$ cat src/rtl/conv_pkg.sv
// Shared types and width helper for the linear convolution engine.
// Optional feature macro: CONV_SAT_EN (saturating result narrowing).
package conv_pkg;

    // Controller states: operand capture, per-output accumulation,
    // result hand-off, completion pulse.
    typedef enum logic [1:0] {
        ST_IDLE = 2'd0,
        ST_MAC  = 2'd1,
        ST_EMIT = 2'd2,
        ST_DONE = 2'd3
    } conv_state_t;

    // Accumulator width able to hold a full N-term sum of W x W signed
    // products without overflow.
    function automatic int acc_width(input int n, input int w);
        return 2 * w + $clog2(n);
    endfunction

endpackage

$ cat src/rtl/linear_conv_engine_if.sv
// Request/result bundle of the linear convolution engine.
// The engine side uses the slave modport, the requester the master modport.
interface linear_conv_engine_if #(
    parameter int N     = 8,
    parameter int W     = 8,
    parameter int OUT_W = 2 * W + $clog2(N)
);
    logic                          start;
    logic [N*W-1:0]                x_in;
    logic [N*W-1:0]                h_in;
    logic                          busy;
    logic signed [OUT_W-1:0]       y_data;
    logic [$clog2(2*N-1)-1:0]      y_idx;
    logic                          y_valid;
    logic                          y_ready;
    logic                          done;

    modport slave (
        input  start, x_in, h_in, y_ready,
        output busy, y_data, y_idx, y_valid, done
    );

    modport master (
        output start, x_in, h_in, y_ready,
        input  busy, y_data, y_idx, y_valid, done
    );
endinterface

$ cat src/rtl/conv_mac.sv
// Signed multiply-accumulate datapath: one product per enabled cycle,
// synchronous clear has priority over accumulation.
module conv_mac #(
    parameter int W     = 8,
    parameter int ACC_W = 19
) (
    input  logic                    clock,
    input  logic                    reset_n,
    input  logic                    clr,
    input  logic                    en,
    input  logic signed [W-1:0]     a,
    input  logic signed [W-1:0]     b,
    output logic signed [ACC_W-1:0] acc
);

    logic signed [2*W-1:0]   prod;
    logic signed [ACC_W-1:0] prod_ext;
    logic signed [ACC_W-1:0] acc_reg;

    assign prod     = a * b;
    assign prod_ext = {{(ACC_W - 2 * W){prod[2*W-1]}}, prod};
    assign acc      = acc_reg;

    // Accumulator register: clear on a new output index, add when enabled.
    always_ff @(posedge clock or negedge reset_n) begin
        if (!reset_n) begin
            acc_reg <= '0;
        end else if (clr) begin
            acc_reg <= '0;
        end else if (en) begin
            acc_reg <= acc_reg + prod_ext;
        end
    end

endmodule

$ cat src/rtl/linear_conv_engine.sv
// Full linear convolution y = x * h of two N-sample signed sequences.
// Each output y[k] is built by a serial MAC over the valid overlap range,
// then offered on a valid/ready port. Optional macro CONV_SAT_EN selects
// saturating instead of wrapping narrowing when OUT_W is below the
// accumulator width.
module linear_conv_engine
    import conv_pkg::*;
#(
    parameter int N     = 8,
    parameter int W     = 8,
    parameter int OUT_W = 2 * W + $clog2(N)
) (
    input  logic                  clock,
    input  logic                  reset_n,
    linear_conv_engine_if.slave   bus
);

    localparam int ACC_W = acc_width(N, W);
    localparam int K_W   = $clog2(2 * N - 1);
    localparam int I_W   = $clog2(N);
    localparam logic [K_W-1:0] K_LAST = K_W'(2 * N - 2);
    localparam logic [K_W-1:0] N_M1   = K_W'(N - 1);

    conv_state_t       state_reg, state_next;
    logic [K_W-1:0]    k_reg, k_next;
    logic [K_W-1:0]    i_reg, i_next;
    logic              load_ops;
    logic              acc_clr;
    logic              acc_en;

    logic signed [W-1:0]     x_samp [N];
    logic signed [W-1:0]     h_samp [N];
    logic signed [W-1:0]     x_reg  [N];
    logic signed [W-1:0]     h_reg  [N];
    logic signed [W-1:0]     mac_a;
    logic signed [W-1:0]     mac_b;
    logic signed [ACC_W-1:0] acc;
    logic signed [OUT_W-1:0] y_red;
    logic [K_W-1:0]          i_hi;
    logic [I_W-1:0]          x_idx;
    logic [I_W-1:0]          h_idx;
    logic [K_W-1:0]          h_off;
    logic                    y_valid_int;

    // First product index of output k: the overlap starts once k >= N.
    function automatic logic [K_W-1:0] lo_of(input logic [K_W-1:0] k);
        return (k > N_M1) ? (k - N_M1) : '0;
    endfunction

    // Last product index of output k: capped at the end of x.
    function automatic logic [K_W-1:0] hi_of(input logic [K_W-1:0] k);
        return (k > N_M1) ? N_M1 : k;
    endfunction

    // Unpack the flat operand buses and hold captured samples per element.
    generate
        for (genvar gi = 0; gi < N; gi++) begin : g_ops
            assign x_samp[gi] = bus.x_in[gi*W +: W];
            assign h_samp[gi] = bus.h_in[gi*W +: W];

            // Capture operand pair gi when a request is accepted.
            always_ff @(posedge clock or negedge reset_n) begin
                if (!reset_n) begin
                    x_reg[gi] <= '0;
                    h_reg[gi] <= '0;
                end else if (load_ops) begin
                    x_reg[gi] <= x_samp[gi];
                    h_reg[gi] <= h_samp[gi];
                end
            end
        end
    endgenerate

    // Product selection: x[i] * h[k-i]; both indices stay within 0..N-1.
    assign i_hi  = hi_of(k_reg);
    assign h_off = k_reg - i_reg;
    assign x_idx = i_reg[I_W-1:0];
    assign h_idx = h_off[I_W-1:0];
    assign mac_a = x_reg[x_idx];
    assign mac_b = h_reg[h_idx];

    conv_mac #(
        .W     (W),
        .ACC_W (ACC_W)
    ) u_mac (
        .clock   (clock),
        .reset_n (reset_n),
        .clr     (acc_clr),
        .en      (acc_en),
        .a       (mac_a),
        .b       (mac_b),
        .acc     (acc)
    );

    // Controller and index registers.
    always_ff @(posedge clock or negedge reset_n) begin
        if (!reset_n) begin
            state_reg <= ST_IDLE;
            k_reg     <= '0;
            i_reg     <= '0;
        end else begin
            state_reg <= state_next;
            k_reg     <= k_next;
            i_reg     <= i_next;
        end
    end

    // Next-state, index stepping and datapath controls.
    always_comb begin
        state_next = state_reg;
        k_next     = k_reg;
        i_next     = i_reg;
        load_ops   = 1'b0;
        acc_clr    = 1'b0;
        acc_en     = 1'b0;
        case (state_reg)
            ST_IDLE: begin
                if (bus.start) begin
                    load_ops   = 1'b1;
                    acc_clr    = 1'b1;
                    k_next     = '0;
                    i_next     = '0;
                    state_next = ST_MAC;
                end
            end
            ST_MAC: begin
                acc_en = 1'b1;
                if (i_reg == i_hi) begin
                    state_next = ST_EMIT;
                end else begin
                    i_next = i_reg + 1'b1;
                end
            end
            ST_EMIT: begin
                if (bus.y_ready) begin
                    if (k_reg == K_LAST) begin
                        state_next = ST_DONE;
                    end else begin
                        k_next     = k_reg + 1'b1;
                        i_next     = lo_of(k_reg + 1'b1);
                        acc_clr    = 1'b1;
                        state_next = ST_MAC;
                    end
                end
            end
            ST_DONE: begin
                state_next = ST_IDLE;
            end
            default: begin
                state_next = ST_IDLE;
            end
        endcase
    end

    // Narrow the accumulator to the output width.
    generate
        if (OUT_W >= ACC_W) begin : g_extend
            assign y_red = OUT_W'(acc);
        end else begin : g_narrow
`ifdef CONV_SAT_EN
            localparam logic signed [ACC_W-1:0] SAT_MAX =
                {{(ACC_W - OUT_W + 1){1'b0}}, {(OUT_W - 1){1'b1}}};
            localparam logic signed [ACC_W-1:0] SAT_MIN =
                {{(ACC_W - OUT_W + 1){1'b1}}, {(OUT_W - 1){1'b0}}};

            // Clamp out-of-range sums to the nearest representable value.
            always_comb begin
                y_red = acc[OUT_W-1:0];
                if (acc > SAT_MAX) begin
                    y_red = {1'b0, {(OUT_W - 1){1'b1}}};
                end else if (acc < SAT_MIN) begin
                    y_red = {1'b1, {(OUT_W - 1){1'b0}}};
                end
            end
`else
            assign y_red = acc[OUT_W-1:0];
`endif
        end
    endgenerate

    // Result port is zero outside EMIT so idle outputs read as 0.
    assign y_valid_int = (state_reg == ST_EMIT);
    assign bus.y_valid = y_valid_int;
    assign bus.y_data  = y_valid_int ? y_red : '0;
    assign bus.y_idx   = y_valid_int ? k_reg : '0;
    assign bus.busy    = (state_reg == ST_MAC) || (state_reg == ST_EMIT);
    assign bus.done    = (state_reg == ST_DONE);

endmodule

$ cat src/flat_wrapper.sv
// flat-port wrapper written by rule: the top's interface ports become plain ports
module linear_conv_engine_flat import conv_pkg::*;
#(
    parameter int N     = 8,
    parameter int W     = 8,
    parameter int OUT_W = 2 * W + $clog2(N)
)
  (clock, reset_n, bus_start, bus_x_in, bus_h_in, bus_y_ready, bus_busy, bus_y_data, bus_y_idx, bus_y_valid, bus_done);
  linear_conv_engine_if #(.N(N), .W(W), .OUT_W(OUT_W)) bus_i ();
  input  logic clock;
  input  logic reset_n;
  input wire logic [$bits(bus_i.start)-1:0] bus_start;
  input wire logic [$bits(bus_i.x_in)-1:0] bus_x_in;
  input wire logic [$bits(bus_i.h_in)-1:0] bus_h_in;
  input wire logic [$bits(bus_i.y_ready)-1:0] bus_y_ready;
  output wire logic [$bits(bus_i.busy)-1:0] bus_busy;
  output wire logic [$bits(bus_i.y_data)-1:0] bus_y_data;
  output wire logic [$bits(bus_i.y_idx)-1:0] bus_y_idx;
  output wire logic [$bits(bus_i.y_valid)-1:0] bus_y_valid;
  output wire logic [$bits(bus_i.done)-1:0] bus_done;
  assign bus_i.start = bus_start;
  assign bus_i.x_in = bus_x_in;
  assign bus_i.h_in = bus_h_in;
  assign bus_i.y_ready = bus_y_ready;
  assign bus_busy = bus_i.busy;
  assign bus_y_data = bus_i.y_data;
  assign bus_y_idx = bus_i.y_idx;
  assign bus_y_valid = bus_i.y_valid;
  assign bus_done = bus_i.done;
  linear_conv_engine #(.N(N), .W(W), .OUT_W(OUT_W)) u_core (.clock(clock), .reset_n(reset_n), .bus(bus_i));
endmodule
$ cat config.mk
export PLATFORM = sky130hd
export DESIGN_NAME = linear_conv_engine_flat
export DESIGN_NICKNAME = d
export VERILOG_FILES = /design/src/rtl/conv_pkg.sv /design/src/rtl/linear_conv_engine_if.sv /design/src/rtl/conv_mac.sv /design/src/rtl/linear_conv_engine.sv /design/src/flat_wrapper.sv
export SDC_FILE = /design/constraint.sdc
export NUM_CORES = 1
export LEC_CHECK = 0
export CORE_MARGIN = 8
export CORE_UTILIZATION = 55
export CTS_CLUSTER_DIAMETER = 30
export DETAILED_ROUTE_END_ITERATION = 8
export PLACE_DENSITY = 0.85
export REMOVE_ABC_BUFFERS = 1
export SYNTH_ARGS = -nofsm -noshare
export SYNTH_HDL_FRONTEND = slang
export SYNTH_SLANG_ARGS = --single-unit
$ cat constraint.sdc
create_clock -name clock -period 11.9 [get_ports clock]
set_input_delay 1.785 -clock clock [delete_from_list [all_inputs] [get_ports clock]]
set_output_delay 1.785 -clock clock [all_outputs]
set_load 0.005 [all_outputs]
---- Word level (Yosys, flattened, before mapping) ----
Cells that the tools add are included.
word-level totals
  flip-flop bits (word level) ............. 157
  bits of input ports ..................... 132
  word-level logic and storage cells ...... 81
  output and inout port bits .............. 26
operators by class
  add/subtract/negate cells ............... 5
  muxes and demuxes ....................... 31
  $mul .................................... 1
  bitwise logic cells ..................... 2
  reductions and logical operators ........ 8
  $lt $le $gt $ge ......................... 4
  equality and inequality tests ........... 10
operators by type and width
  cell                                                            count
  two-way mux 19 bit                                              3
  binary-select mux 8 bit (select 3 bit)                          2
  two-way mux 4 bit                                               9
  two-way mux 8 bit                                               4
  adder 19 x 16 -> 19 bit                                         1
  multiplier 8 x 8 -> 16 bit                                      1
  case mux 4 bit (3 select lines)                                 1
  adder 4 x 1 -> 4 bit (second input constant)                    2
  greater-or-equal comparator 4 bit (second input constant)       2
  greater-than comparator 4 x 3 -> 1 bit (second input constant)  2
  two-way mux 2 bit                                               4
  inequality test 2 bit (second input constant)                   4
  NOT 3 -> 4 bit                                                  2
  case mux 2 bit (4 select lines)                                 1
  case mux 4 bit (2 select lines)                                 1
  two-way mux 1 bit                                               5
  AND reduction 5 bit                                             1
  equality test 2 bit (second input constant)                     2
  equality test 4 bit                                             1
  equality test 4 bit (second input constant)                     1
  AND reduction 4 bit                                             1
  nonzero test 2 bit                                              2
  subtractor 4 x 3 -> 4 bit (second input constant)               1
  AND reduction 3 bit                                             1
  other kinds (7)                                                 7

---- Logic depth before layout (Yosys ltp) ----
  word-level depth ........................ 9
  mapped depth ............................ 27
  mapped depth without buffers ............ 26

---- By module ----
A second synthesis with hierarchy kept.
unflattened totals
  cell total of the unflattened synthesis .. 966
  area, all modules ....................... 11046.8 um^2
modules (own cells, without submodules)
  module              sequential area each (um^2)  cells an instance  instances  area each (um^2)
  linear_conv_engine  3453.3                       540                1          6810.3
  conv_mac            475.5                        426                1          4236.6

---- Least setup slack after synthesis ----
Ideal clock, no wire load.
  kind .................................... register -> register
  start point ............................. register u_core.i_reg[1]
  end point ............................... register u_core.u_mac.acc_reg[13], in the netlist u_core.u_mac.acc[13]
  arrival time ............................ 7452 ps
  path buffers ............................ 2
  clock period less this slack ............ 7538 ps
  stages on the path, launching flop included .. 26
  required time ........................... 11813 ps
  library setup time ...................... 87 ps
  slack ................................... 4362 ps
  cells stage by stage .................... dfrtp_1 > clkbuf_1 > inv_1 > fa_1 > xor2_4 > xnor2_2 > buf_6 > mux4_2 > mux2i_4 > nor2_1 > inv_1 > fa_1 > inv_1 > fa_1 > fa_1 > fa_1 > inv_1 > fa_1 > inv_1 > ha_1 > a21o_1 > a21oi_1 > a32oi_1 > a21oi_1 > or4b_2 > o211ai_1
between the ends
  word-level cells in the longest chain between the ends .. 9
  elaborated cells on any way between the ends .. 13
  those cells by class .................... 2 x add/sub; 1 x mul; 8 x mux; 2 x bitwise
ends and longest elaborated chain
  item                                                  RTL line                   RTL
  start: declaration                                    linear_conv_engine.sv:26   logic [K_W-1:0] i_reg, i_next;
  start signal: assignment                              linear_conv_engine.sv:104  i_reg <= i_next;
  subtractor 3 bit                                      linear_conv_engine.sv:76   assign h_off = k_reg - i_reg;
  NOT 3 -> 4 bit (implied by the code)                  linear_conv_engine.sv:80   assign mac_b = h_reg[h_idx];
  binary-select mux 8 bit (select 3 bit)                linear_conv_engine.sv:80
  two-way mux 8 bit (implied by the code) (2 in a row)  linear_conv_engine.sv:80
  multiplier 8 x 8 -> 16 bit (*)                        conv_mac.sv:20             assign prod = a * b;
  adder 19 x 16 -> 19 bit (*)                           conv_mac.sv:31             acc_reg <= acc_reg + prod_ext;
  two-way mux 19 bit (*)                                conv_mac.sv:30             end else if (en) begin
  two-way mux 19 bit (*)                                conv_mac.sv:28             end else if (clr) begin
  end signal: assignment                                conv_mac.sv:31
  end: declaration                                      conv_mac.sv:18             logic signed [ACC_W-1:0] acc_reg;
Every way passes the cells marked *; elsewhere a longest branch is shown, timed or not. The select of a mux whose other input is x is not followed.
A chain may end at the register's enable or synchronous reset.

---- Worst setup path after layout ----
Same ends and word-level chain as after synthesis.

==> impl_metrics.ini <==
[outcome]
run_status = completed

[worst_setup_path]
critPathMaxFanout = 21
worstSetupPathType = register to register
r2r-start = u_core.i_reg[1]
reg2reg_to = u_core.u_mac.acc[13]
reg2regPathDepth = 19
crit_path_end_kind = register
critPathArrivalTime_ps = 8600
start_kind = register
worstPathRequired_ps = 12230
reg2reg_slack_ps = 3630

[sta]
period_share = 0.695
maxSlewHeadroom = 0.249
finalMaxSlewViolations = 0
worst_pin_slew_ps = 1130
fin_crit_ps = 8270
tns_ps = 0
max_freq_mhz = 121
rsz0062_at_grt = false
hold_violations = 0
finClkSkew_ps = 8.69
finalSetupViolations = 0

[die]
die_w_um = 157
rows = 51
chipHeight_um = 157
start_util = 0.559
coreArea_um2 = 19500
die-area_um2 = 24500
boundaryPins = 158

[synth]
yosysTopAreaCellShare = 0.361
synth.distinct_cells = 52
synthesis.area_um2 = 10900
synth_seq_cells = 157
yosysSeqAreaShare = 0.361
ys_top_cells_by_area = dfrtp_1 (36%), fa_1 (16%), mux2_2 (13%), mux4_2 (6.2%), ha_1 (6.0%)
postSynthAreaPerCell_um2 = 12.3
ys_warn_count = 0
synth_area_leader_cell = dfrtp_1
async_flop_share = 1.00
synth_cells = 882
synth_ff_type = dfrtp_1
synth_edf_count = 0

[placed_design]
place_congestion = 0.834
numPortBuffers = 157
hpwlAfterDp_mm = 19.0

[grt]
antenna_found_initial = 0
overflow = 0
grt_max_degree = 92
grt_usage = 0.215
grt_pass1_vias = 8150
grt_pass1_wl_mm = 41.2

[route]
wl_per_cell_um = 19.0
drtIter0Drc = 460
ant_nets = 0
via_count = 7182
first_pass_iters = 4
drcViolationCount = 0
totalWireLength_mm = 24.9
vias_per_cell = 5.50

[finish]
num_antenna_cells = 0
syn_to_final_growth_pct = 21.6
final_util = 0.680
nNetsFinal = 1298
post_route_cells_drive_above_1_share = 0.218
n_fill_cell = 1393

[worst_hold_path]
holdPathEnd = u_core.h_reg[43]
hold_depth = 1
min_from = u_core.h_reg[43]
hp-class = register to register

[clock_network]
cts_hold_buf = 0
cts_tree = yes
clockBufferDepth = 2
htreeDepth = 4
ctsResizeCount = 0
cts_sinks = 157
cts_made_buffers = 17
root_buffer = clkbuf_16
cts.reportedPaths.clkPinSlew_ps = 70
cts_setup_buffers = 0
clkLatencyLatePin_ps = 430

[job]
max_cap_viol_count = 0
-- worst max-delay path, stage by stage, from the launching register on --
cell and delay (ps):
dfrtp_1 910, inv_1 190, fa_1 530, xor2_4 190, xnor2_2 780, mux4_2 410
mux2i_4 100, nor2_1 850, fa_1 600, fa_1 500, fa_1 560, fa_1 410
ha_1 320, ha_1 390, o21a_1 160, o21ai_0 90, a32oi_1 300, a21oi_1 140
or4b_2 620, o211ai_1 110
-- worst max-delay path by stage --
stage                            to  depth (start not counted)            start  slack [ps]
3_5_place_dp   u_core.u_mac.acc[13]                         24  u_core.i_reg[1]        3750
2_1_floorplan  u_core.u_mac.acc[13]                         24  u_core.i_reg[0]        3760
4_1_cts        u_core.u_mac.acc[13]                         19  u_core.i_reg[1]        3670
6_report       u_core.u_mac.acc[13]                         19  u_core.i_reg[1]        3630
3_3_place_gp   u_core.u_mac.acc[13]                         19  u_core.i_reg[1]        3930
5_1_grt        u_core.u_mac.acc[13]                         19  u_core.i_reg[1]        3080
-- cell usage after synthesis (all sizes together), types with 5 or more instances --
library cell,instances
o21ai,17
buf,9
mux4,32
a211oi,5
dfrtp,157
mux2i,30
nand2b,7
fa,86
inv,110
or2,21
xor2,8
o22ai,8
mux2,128
nor2b,8
a31oi,5
nor2,64
nand3,5
a21o,5
and2,14
xnor2,15
nor3,5
a21oi,15
clkbuf,26
nand2,21
ha,52
-- cells in the final DEF (no fill, tap or decap), drive strengths merged, types with 8 or more instances in the layout --
cell type,synthesis,layout
dfrtp,157,157
clkdlybuf4s50,0,156
mux2,128,128
inv,110,115
fa,86,86
nor2,64,64
ha,52,52
mux4,32,32
mux2i,30,30
or2,21,21
nand2,21,21
clkbuf,26,19
o21ai,17,17
a21oi,15,15
xnor2,15,15
and2,14,14
nor2b,8,8
o22ai,8,8
xor2,8,8
-- cell families (layout without fill, tap and decap cells) --
logic type      count (synthesis)  after routing  share of synthesized area
simple gates                  158            158                     0.0710
compound gates                 71             71                     0.0415
buf+inv                       145            304                     0.0529
fa+ha+maj                     138            138                      0.218
xor+xnor                       23             23                     0.0209
flops                         157            157                      0.361
mux                           190            190                      0.235
-- metal layers --
metal	track usage	routed length (um)	up-vias
li1	-	-	3262
met1	0.268	10200	3655
met2	0.367	12800	225
met3	0.0521	1500	40
met4	0.0632	395	0
met5	0	0	-
-- per-stage QoR --
stage	instance area, um2	std cells	hold WS, ps	worst slack [ps]
3_3_place_gp	12700	1274	481	3930
3_5_place_dp	12700	1274	487	3750
6_report	13200	1306	499	3630
2_1_floorplan	10700	847	471	3760
4_1_cts	13200	1306	502	3670
5_1_grt	13200	1306	512	3080
-- cell type report --
class / count / area [um2] / area share
Clock buffer: 19 / 433 / 0.0327
Clock inverter: 13 / 131 / 0.00993
Inverter: 110 / 413 / 0.0312
Multi-Input combinational cell: 580 / 6380 / 0.482
Sequential cell: 157 / 3930 / 0.297
Tap cell: 265 / 332 / 0.0251
Timing Repair Buffer: 162 / 1610 / 0.122
Power is left out: the tool's default activity adds up to more than one toggle a clock period on the data nets, which glitch-free logic cannot reach.
